[src/rtl/csa_tree_pipe.sv]
// Pipelined multi-operand carry-save adder tree: registered 3:2 levels followed
// by a registered carry-propagate stage, with a whole-pipe valid/ready stall.
module csa_tree_pipe #(
  parameter int WIDTH  = 16,
  parameter int N_OPS  = 4,
  parameter int SIGNED = 0,
  parameter int TAG_W  = 4,
  localparam int OW    = WIDTH + $clog2(N_OPS)
) (
  input  logic                   clk,
  input  logic                   rst_n,
  input  logic                   in_valid,
  output logic                   in_ready,
  input  logic [N_OPS*WIDTH-1:0] in_data,
  input  logic [TAG_W-1:0]       in_tag,
  output logic                   out_valid,
  input  logic                   out_ready,
  output logic [OW-1:0]          out_sum,
  output logic [OW-1:0]          out_carry,
  output logic [OW-1:0]          out_result,
  output logic [TAG_W-1:0]       out_tag
);

  typedef logic [N_OPS-1:0][OW-1:0] rows_t;

  function automatic int rows_after(input int n);
    return 2 * (n / 3) + (n % 3);
  endfunction

  function automatic int rows_at(input int lvl);
    int n;
    n = N_OPS;
    for (int i = 0; i < lvl; i++) n = rows_after(n);
    return n;
  endfunction

  function automatic int num_levels(input int n0);
    int n;
    int c;
    n = n0;
    c = 0;
    for (int i = 0; i < 16; i++) begin
      if (n > 2) begin
        n = rows_after(n);
        c++;
      end
    end
    return c;
  endfunction

  // One 3:2 level: groups of three rows become (sum, shifted carry), leftovers pass through.
  function automatic rows_t csa_level(input rows_t r, input int n);
    rows_t o;
    int    g3;
    logic [OW-1:0] maj;
    o  = '0;
    g3 = n / 3;
    for (int g = 0; g < N_OPS / 3; g++) begin
      if (g < g3) begin
        maj        = (r[3*g] & r[3*g+1]) | (r[3*g] & r[3*g+2]) | (r[3*g+1] & r[3*g+2]);
        o[2*g]     = r[3*g] ^ r[3*g+1] ^ r[3*g+2];
        o[2*g+1]   = {maj[OW-2:0], 1'b0};
      end
    end
    for (int j = 0; j < 2; j++) begin
      if (j < n % 3) o[2*g3+j] = r[3*g3+j];
    end
    return o;
  endfunction

  localparam int L = num_levels(N_OPS);

  generate
    if (N_OPS < 3 || N_OPS > 9) begin : g_bad_nops
      $error("csa_tree_pipe: N_OPS must lie in 3..9");
    end
  endgenerate

  logic              en_s;
  rows_t             ext_s;
  rows_t             stage_d [1:L];
  rows_t             stage_q [1:L];
  logic [TAG_W-1:0]  tag_q   [1:L];
  logic [L:1]        vld_q;
  logic              out_valid_q;
  logic [OW-1:0]     out_sum_q, out_carry_q, out_result_q;
  logic [TAG_W-1:0]  out_tag_q;

  assign en_s     = out_ready | ~out_valid_q;
  assign in_ready = en_s;

  // Operand extension to OW bits followed by the combinational part of every level.
  always_comb begin
    ext_s = '0;
    for (int k = 0; k < N_OPS; k++) begin
      if (SIGNED != 0) begin
        ext_s[k] = {{(OW-WIDTH){in_data[k*WIDTH+WIDTH-1]}}, in_data[k*WIDTH +: WIDTH]};
      end else begin
        ext_s[k] = {{(OW-WIDTH){1'b0}}, in_data[k*WIDTH +: WIDTH]};
      end
    end
    stage_d[1] = csa_level(ext_s, N_OPS);
    for (int l = 2; l <= L; l++) begin
      stage_d[l] = csa_level(stage_q[l-1], rows_at(l-1));
    end
  end

  // Level data and tags: no reset needed, validity is tracked separately.
  always_ff @(posedge clk) begin
    if (en_s) begin
      stage_q  <= stage_d;
      tag_q[1] <= in_tag;
      for (int l = 2; l <= L; l++) tag_q[l] <= tag_q[l-1];
    end
  end

  // Valid chain and the output stage; the final two rows are always (sum, carry).
  always_ff @(posedge clk or negedge rst_n) begin
    if (!rst_n) begin
      vld_q        <= '0;
      out_valid_q  <= 1'b0;
      out_sum_q    <= '0;
      out_carry_q  <= '0;
      out_result_q <= '0;
      out_tag_q    <= '0;
    end else if (en_s) begin
      vld_q[1] <= in_valid;
      for (int l = 2; l <= L; l++) vld_q[l] <= vld_q[l-1];
      out_valid_q  <= vld_q[L];
      out_sum_q    <= stage_q[L][0];
      out_carry_q  <= stage_q[L][1];
      out_result_q <= stage_q[L][0] + stage_q[L][1];
      out_tag_q    <= tag_q[L];
    end
  end

  assign out_valid  = out_valid_q;
  assign out_sum    = out_sum_q;
  assign out_carry  = out_carry_q;
  assign out_result = out_result_q;
  assign out_tag    = out_tag_q;

endmodule

[config.mk]
export PLATFORM = sky130hd
export DESIGN_NAME = csa_tree_pipe
export DESIGN_NICKNAME = d
export VERILOG_FILES = /design/src/rtl/csa_tree_pipe.sv
export SDC_FILE = /design/constraint.sdc
export NUM_CORES = 1
export LEC_CHECK = 0
export ABC_AREA = 0
export BUFFER_PORTS_ARGS = -buffer_cell sky130_fd_sc_hd__buf_2
export CORE_ASPECT_RATIO = 1.25
export CORE_MARGIN = 5
export CORE_UTILIZATION = 30
export CTS_BUF_LIST = sky130_fd_sc_hd__clkbuf_4
export DETAILED_ROUTE_END_ITERATION = 7
export GPL_ROUTABILITY_DRIVEN = 0
export GPL_TIMING_DRIVEN = 1
export PLACE_DENSITY_LB_ADDON = 0.1
export SLEW_MARGIN = 20
export SYNTH_ARGS = -nofsm -noshare
export SYNTH_HDL_FRONTEND = slang
export SYNTH_SLANG_ARGS = --single-unit
[constraint.sdc]
create_clock -name clk -period 4.5 [get_ports clk]
set_input_delay 0.225 -clock clk [delete_from_list [all_inputs] [get_ports clk]]
set_output_delay 0.225 -clock clk [all_outputs]
set_load 0.1 [all_outputs]
==> metrics.txt, run 1 <==
Reg-to-Reg End out_result[15]; area enclosed by the die boundary ~24,000 sq um; data arrival time of the worst path about 2.8 ns; cells resized by post-CTS repair 0; worst r2r path cells 7; total routed wirelength about 14 mm; grt total ovfl 0; standard-cell rows 59; routed via count divided by cell count 4.28; Core Footprint approximately 21,000 sq um; met2 routing resource usage after global routing 20.5%; Top Usage Layer GRT met2; TritonCTS Sinks roughly 150; setup violation total in the final timing report 0; Fmax 413 MHz; Post-synth EDFFs a little under 90; CTS Buffer Depth 2; share of async-settable or async-resettable flops after synthesis ~39%; top cells by area in the synthesized netlist edfxtp_1 (43%), dfrtp_1 (23%), fa_1 (10%); DRT Pass-1 Iters 5; number of buffers inserted during clock tree synthesis 17; CP Launch Type flop; buffer cell driving the clock tree root clkbuf_4; total number of vias slightly above 4,000; worst hold path class in -> reg; starting density of the core between 30% and 40%; GR met3 Demand/Resource under 10%; combined area of all synthesized cells ~6300 sq um; global-route wire length before repair between 20 and 25 mm; io pins roughly 130; fraction of final layout cells with drive strength greater than 1 24.0%; result of the run completed; clock latency at the later pin of the worst-skew pair 0.54 ns; most repeated cell in the gate-level netlist after synthesis nand2_1; average wire per cell in the routed design between 10 and 15 um; count of final max-slew check failures 0; layout-stage area growth over the synthesis result 33.0%; final hold viol count 0; maximum number of pins on one net before global-route repair just under 70; total routing usage reported by global routing about an eighth; TritonCTS clock tree done; DRC violations left 0; number of buffers added on ports approximately 130; via count of the first global-routing pass about 4,500; Rel. slew slack 48.0%; RSZ-0062 raised after global routing no; Worst Path Class, Setup reg -> reg; sequential area share after synthesis 65.4%; clock-pin slew reported for the worst setup and hold paths after clock tree synthesis about 0.13 ns; end point of the most critical hold path stage_q[98]; number of synthesis warnings 0; antenna violations before repair 1; top_reg_cell synth edfxtp_1; depth of the worst hold-timing path 2; cell types with the highest counts after synthesis nand2_1 (140), edfxtp_1 (89), dfrtp_1 (57), fa_1 (32), a21oi_1 (20); Die X-Extent ~140 um; H-tree levels 4; capturing element type of the critical path flop; crit share post-route approximately 54%; Yosys top cell by area edfxtp_1; max capacitance violation total 0; total negative setup slack 0 ns; number of distinct library cells after synthesis 45; CP Data Required Time between 4 and 5 ns; total setup buffers inserted after CTS 0; worst reg2reg startpoint stage_q[1]; Post-DRT Antenna Nets 0; Die Y between 150 and 200 um; number of synthesized register bits between 100 and 150; # nets final roughly 800; top cell type's share of synthesized area approximately 43%; detailed-placement wirelength estimate 9.35 mm; average size of a mapped cell 13.4 sq um; clk_skew ~0.022 ns; internal reg-to-reg setup slack between 2 and 2.5 ns; DRC violation total after the first TritonRoute iteration 173; hold path startpoint in_data[7]; slew of the pin with the lowest slew margin 0.781 ns; critical path peak fanout 3; cell count after synthesis 466; fin crit period 2.42 ns; Global Route met1 Usage between 10% and 20%
[worst max-delay path by stage]
stage               start  slack (ns)  depth (start not counted)             end
2_1_floorplan   out_valid        0.94                          4      stage_q[0]
3_3_place_gp   stage_q[1]        2.13                          7  out_result[15]
3_5_place_dp   stage_q[1]        2.09                          7  out_result[15]
4_1_cts        stage_q[1]        2.04                          7  out_result[15]
5_1_grt        stage_q[1]        1.94                          7  out_result[15]
6_report       stage_q[1]        2.08                          7  out_result[15]
[state kept, by name, summed over array words and instances, names as in the netlist]
name / flops
tag_q: 8
out_carry: 16
out_result: 18
out_tag: 4
stage_q: 81
out_valid: 1
out_sum: 16
vld_q: 2
[worst max-delay path, cell delays in order (launching register included)]
cell and delay (ns):
edfxtp_1 0.42, ha_1 0.27, fa_1 0.42, a21o_1 0.20
a221oi_1 0.35, nor3b_1 0.11, or3_1 0.31, a31o_1 0.22
[through the flow]
stage / hold slack [ns] / area (sq um) / utilization, % / setup slack [ns] / cells
6_report: 0.0647 / 8330 / 40.3 / 2.08 / 966
5_1_grt: 0.0144 / 8330 / 40.3 / 1.94 / 966
4_1_cts: 0.00190 / 8320 / 40.2 / 2.04 / 964
3_5_place_dp: 0.376 / 7190 / 34.8 / 2.09 / 851
3_3_place_gp: 0.365 / 7190 / 34.8 / 2.13 / 851
2_1_floorplan: -0.0706 / 6280 / - / 0.938 / 468
[placed cells by master, fill, tap and decap left out, types with 5 or more instances in the layout]
master	count
a21o_1	6
a21oi_1	20
buf_2	127
clkbuf_4	21
dfrtp_1	57
dlygate4sd3_1	82
edfxtp_1	89
fa_1	32
ha_1	17
nand2_1	140
nor2_1	9
nor3_1	6
o21a_1	5
o21ai_0	12
[timing repair]
action / 4_1_cts / 5_1_grt
endpoints found under the hold margin: 109 / 1
setup endpoints to repair: 0 / 0
hold buffers: 81 / 1
[final cells by class]
cell class | count | area (sq um)
Multi-Input combinational cell | 297 | 2060
Sequential cell | 146 | 4100
Clock inverter | 11 | 163
Clock buffer | 21 | 158
Inverter | 3 | 16.3
Fill cell | 2034 | 12300
Timing Repair Buffer | 213 | 1490
Antenna cell | 1 | 2.50
Tap cell | 274 | 343
[per-layer routing]
| metal | vias to the layer above | routed length, um |
|---|---|---|
| met1 | 1976 | 6000 |
| met5 | - | 0 |
| met3 | 16 | 638 |
| met2 | 93 | 6860 |
| li1 | 2046 | - |
| met4 | 0 | 239 |
[cell families (layout without fill, tap and decap cells)]
logic type / Yosys count / after routing / share of synthesized area (%)
simple gates: 178 / 178 / 11.9
buf+inv: 25 / 248 / 1.88
compound gates: 61 / 61 / 6.27
flops: 146 / 146 / 65.4
fa+ha+maj: 49 / 49 / 13.6
xor+xnor: 6 / 6 / 0.839
other cells: 1 / 4 / 0.0599
Power of run 1 is not shown: default switching activity piles up to over one toggle a cycle in this logic, so the estimate is an artifact.
==> run 2: changes to the inputs <==
- clock period: 4.5 -> 2.35 ns (I/O delays scaled with it)
==> run 2 against run 1 <==
Clock-buffer cell count down 2. Core utilization rose by 0.54 points. Design area is 1.4% higher. Sequential share of layout area down 0.66 points. Via count is 1.9% higher. Global-route usage about the same. Largest cell class unchanged. Highest routed layer unchanged.
==> metrics.txt, run 2 (same netlist as run 1, synthesis figures left out) <==
result of the run completed; top register by number of flip-flops stage_q; Core Footprint 20,700 sq um (unchanged); via count of the first global-routing pass 4,576 (+2.0%); Fmax 447 MHz (+8.3%); CP Launch Type flop; clock-pin slew reported for the worst setup and hold paths after clock tree synthesis 0.12 ns (about the same); max capacitance violation total 0 (unchanged); maximum number of pins on one net before global-route repair 58 (-15%); global-route wire length before repair 22.8 mm (+0.12%); TritonCTS Sinks 146 (unchanged); Worst Path Class, Setup reg -> reg; average wire per cell in the routed design 14.1 um (-1.1%); total setup buffers inserted after CTS 0 (unchanged); Die Y 172 um (unchanged); max reg flops 81 (unchanged); worst hold path class in -> reg; buffer cell driving the clock tree root clkbuf_4; detailed-placement wirelength estimate 9.55 mm (+2.1%); routed via count divided by cell count 4.30 (+0.51%); number of buffers inserted during clock tree synthesis 17 (unchanged); starting density of the core 30.3% (unchanged); DRC violation total after the first TritonRoute iteration 189 (+9.2%); hold path startpoint out_ready; CTS Buffer Depth 2 (unchanged); fin crit period 2.24 ns (-0.186 ns); total negative setup slack 0 ns (unchanged); layout-stage area growth over the synthesis result 34.8%; total routing usage reported by global routing 12.1% (-0.022 points); grt total ovfl 0 (unchanged); TritonCTS clock tree done; Post-DRT Antenna Nets 0 (unchanged); dpl ws -0.0451 ns (-2.14 ns); io pins 132 (unchanged); worst reg2reg startpoint stage_q[19]; H-tree levels 4 (unchanged); Die X-Extent 139 um (unchanged); DRC violations left 0 (unchanged); slew of the pin with the lowest slew margin 0.781 ns (+0.0000426 ns); total number of vias 4,208 (+1.9%); # nets final 813 (+1.8%); Rel. slew slack 48.0% (about the same); data arrival time of the worst path 2.67 ns (-0.17 ns); standard-cell rows 59 (unchanged); clock latency at the later pin of the worst-skew pair 0.55 ns (about the same); area enclosed by the die boundary 23,900 sq um (unchanged); critical path peak fanout 3 (unchanged); setup violation total in the final timing report 0 (unchanged); worst path setup slack after routing 0.114 ns (-1.96 ns); antenna violations before repair 1 (unchanged); crit share post-route 95.1% (+41 points); startpoint of the most critical setup path stage_q[19]; final hold viol count 0 (unchanged); leading cell type in the layout, fill and taps excluded nand2_1; clk_skew 0.0186 ns (-0.00369 ns); number of buffers added on ports 128 (unchanged); count of final max-slew check failures 0 (unchanged); CP Data Required Time 2.78 ns (-2.14 ns); fraction of final layout cells with drive strength greater than 1 25.6% (+1.5 points); DRT Pass-1 Iters 6 (+1); most frequent cells in the layout nand2_1 (140), buf_2 (127), edfxtp_1 (89), dlygate4sd3_1 (86), dfrtp_1 (57); capturing element type of the critical path flop; total routed wirelength 13.8 mm (+0.24%); number of inserted filler cells in the final layout 2,024 (-0.49%)
[run 2: changes by cell type in the layout (fill, tap and decap cells not counted), sizes merged]
cell | before | now
buf | 131 | 141
dlygate4sd3 | 82 | 86
clkinvlp | 0 | 3
clkbuf | 21 | 19
bufinv | 4 | 3
clkinv | 7 | 6
[run 2: per-layer routing]
metal	global-route usage (%)	vias up	share of wire (%)
li1	-	2076	-
met1	14.5	2028	43
met3	3.73	14	4.6
met2	21.0	90	51
met4	3.96	0	1.3
met5	0	-	0
[run 2: what timing repair did]
action | in CTS | in global routing
pin swaps | 0 | 3
hold endpoints to repair | 110 | 0
hold buffers | 86 | 0
resized for setup | 2 | 2
setup endpoints to repair | 3 | 3
[run 2: critical path, cell delays in order, from the launching register on]
cell	delay, ns
edfxtp_1	0.42
ha_2	0.21
fa_2	0.35
a21o_1	0.21
a221oi_2	0.31
nor3b_1	0.10
or3_1	0.31
a31o_1	0.21
[run 2: worst paths after layout]
kind	end	slack, ns	cells after the start
worst max-delay path	out_result[15]	0.11	7
worst min-delay path	out_carry[7]	0.09	5
worst max register to register	out_result[15]	0.11	7
worst min register to register	tag_q[2][1]	0.44	0
max in group asynchronous	out_sum[16]	1.64	2
min in group asynchronous	out_tag[1]	0.15	2
[run 2: area by class of cell]
cell class	count	area [sq um]	area share, %
flip-flops and latches	146	4100	48.5
diodes	1	2.50	0.0296
well taps	274	343	4.06
inverters	3	16.3	0.193
repair buffers	227	1610	19.1
clock buffers	19	143	1.69
multi-input cells	297	2080	24.7
clock inverters	12	144	1.70
[run 2: metrics by stage]
stage | util [%] | hold WS [ns] | cells | instance area (sq um)
6_report | 40.8 | 0.0855 | 979 | 8440
4_1_cts | 40.8 | 0.0140 | 978 | 8440
2_1_floorplan | - | -0.178 | 468 | 6280
5_1_grt | 40.8 | 0.0158 | 979 | 8440
3_5_place_dp | 35.2 | 0.255 | 861 | 7270
3_3_place_gp | 35.2 | 0.258 | 861 | 7270
Power of run 2 is left out for the same reason.
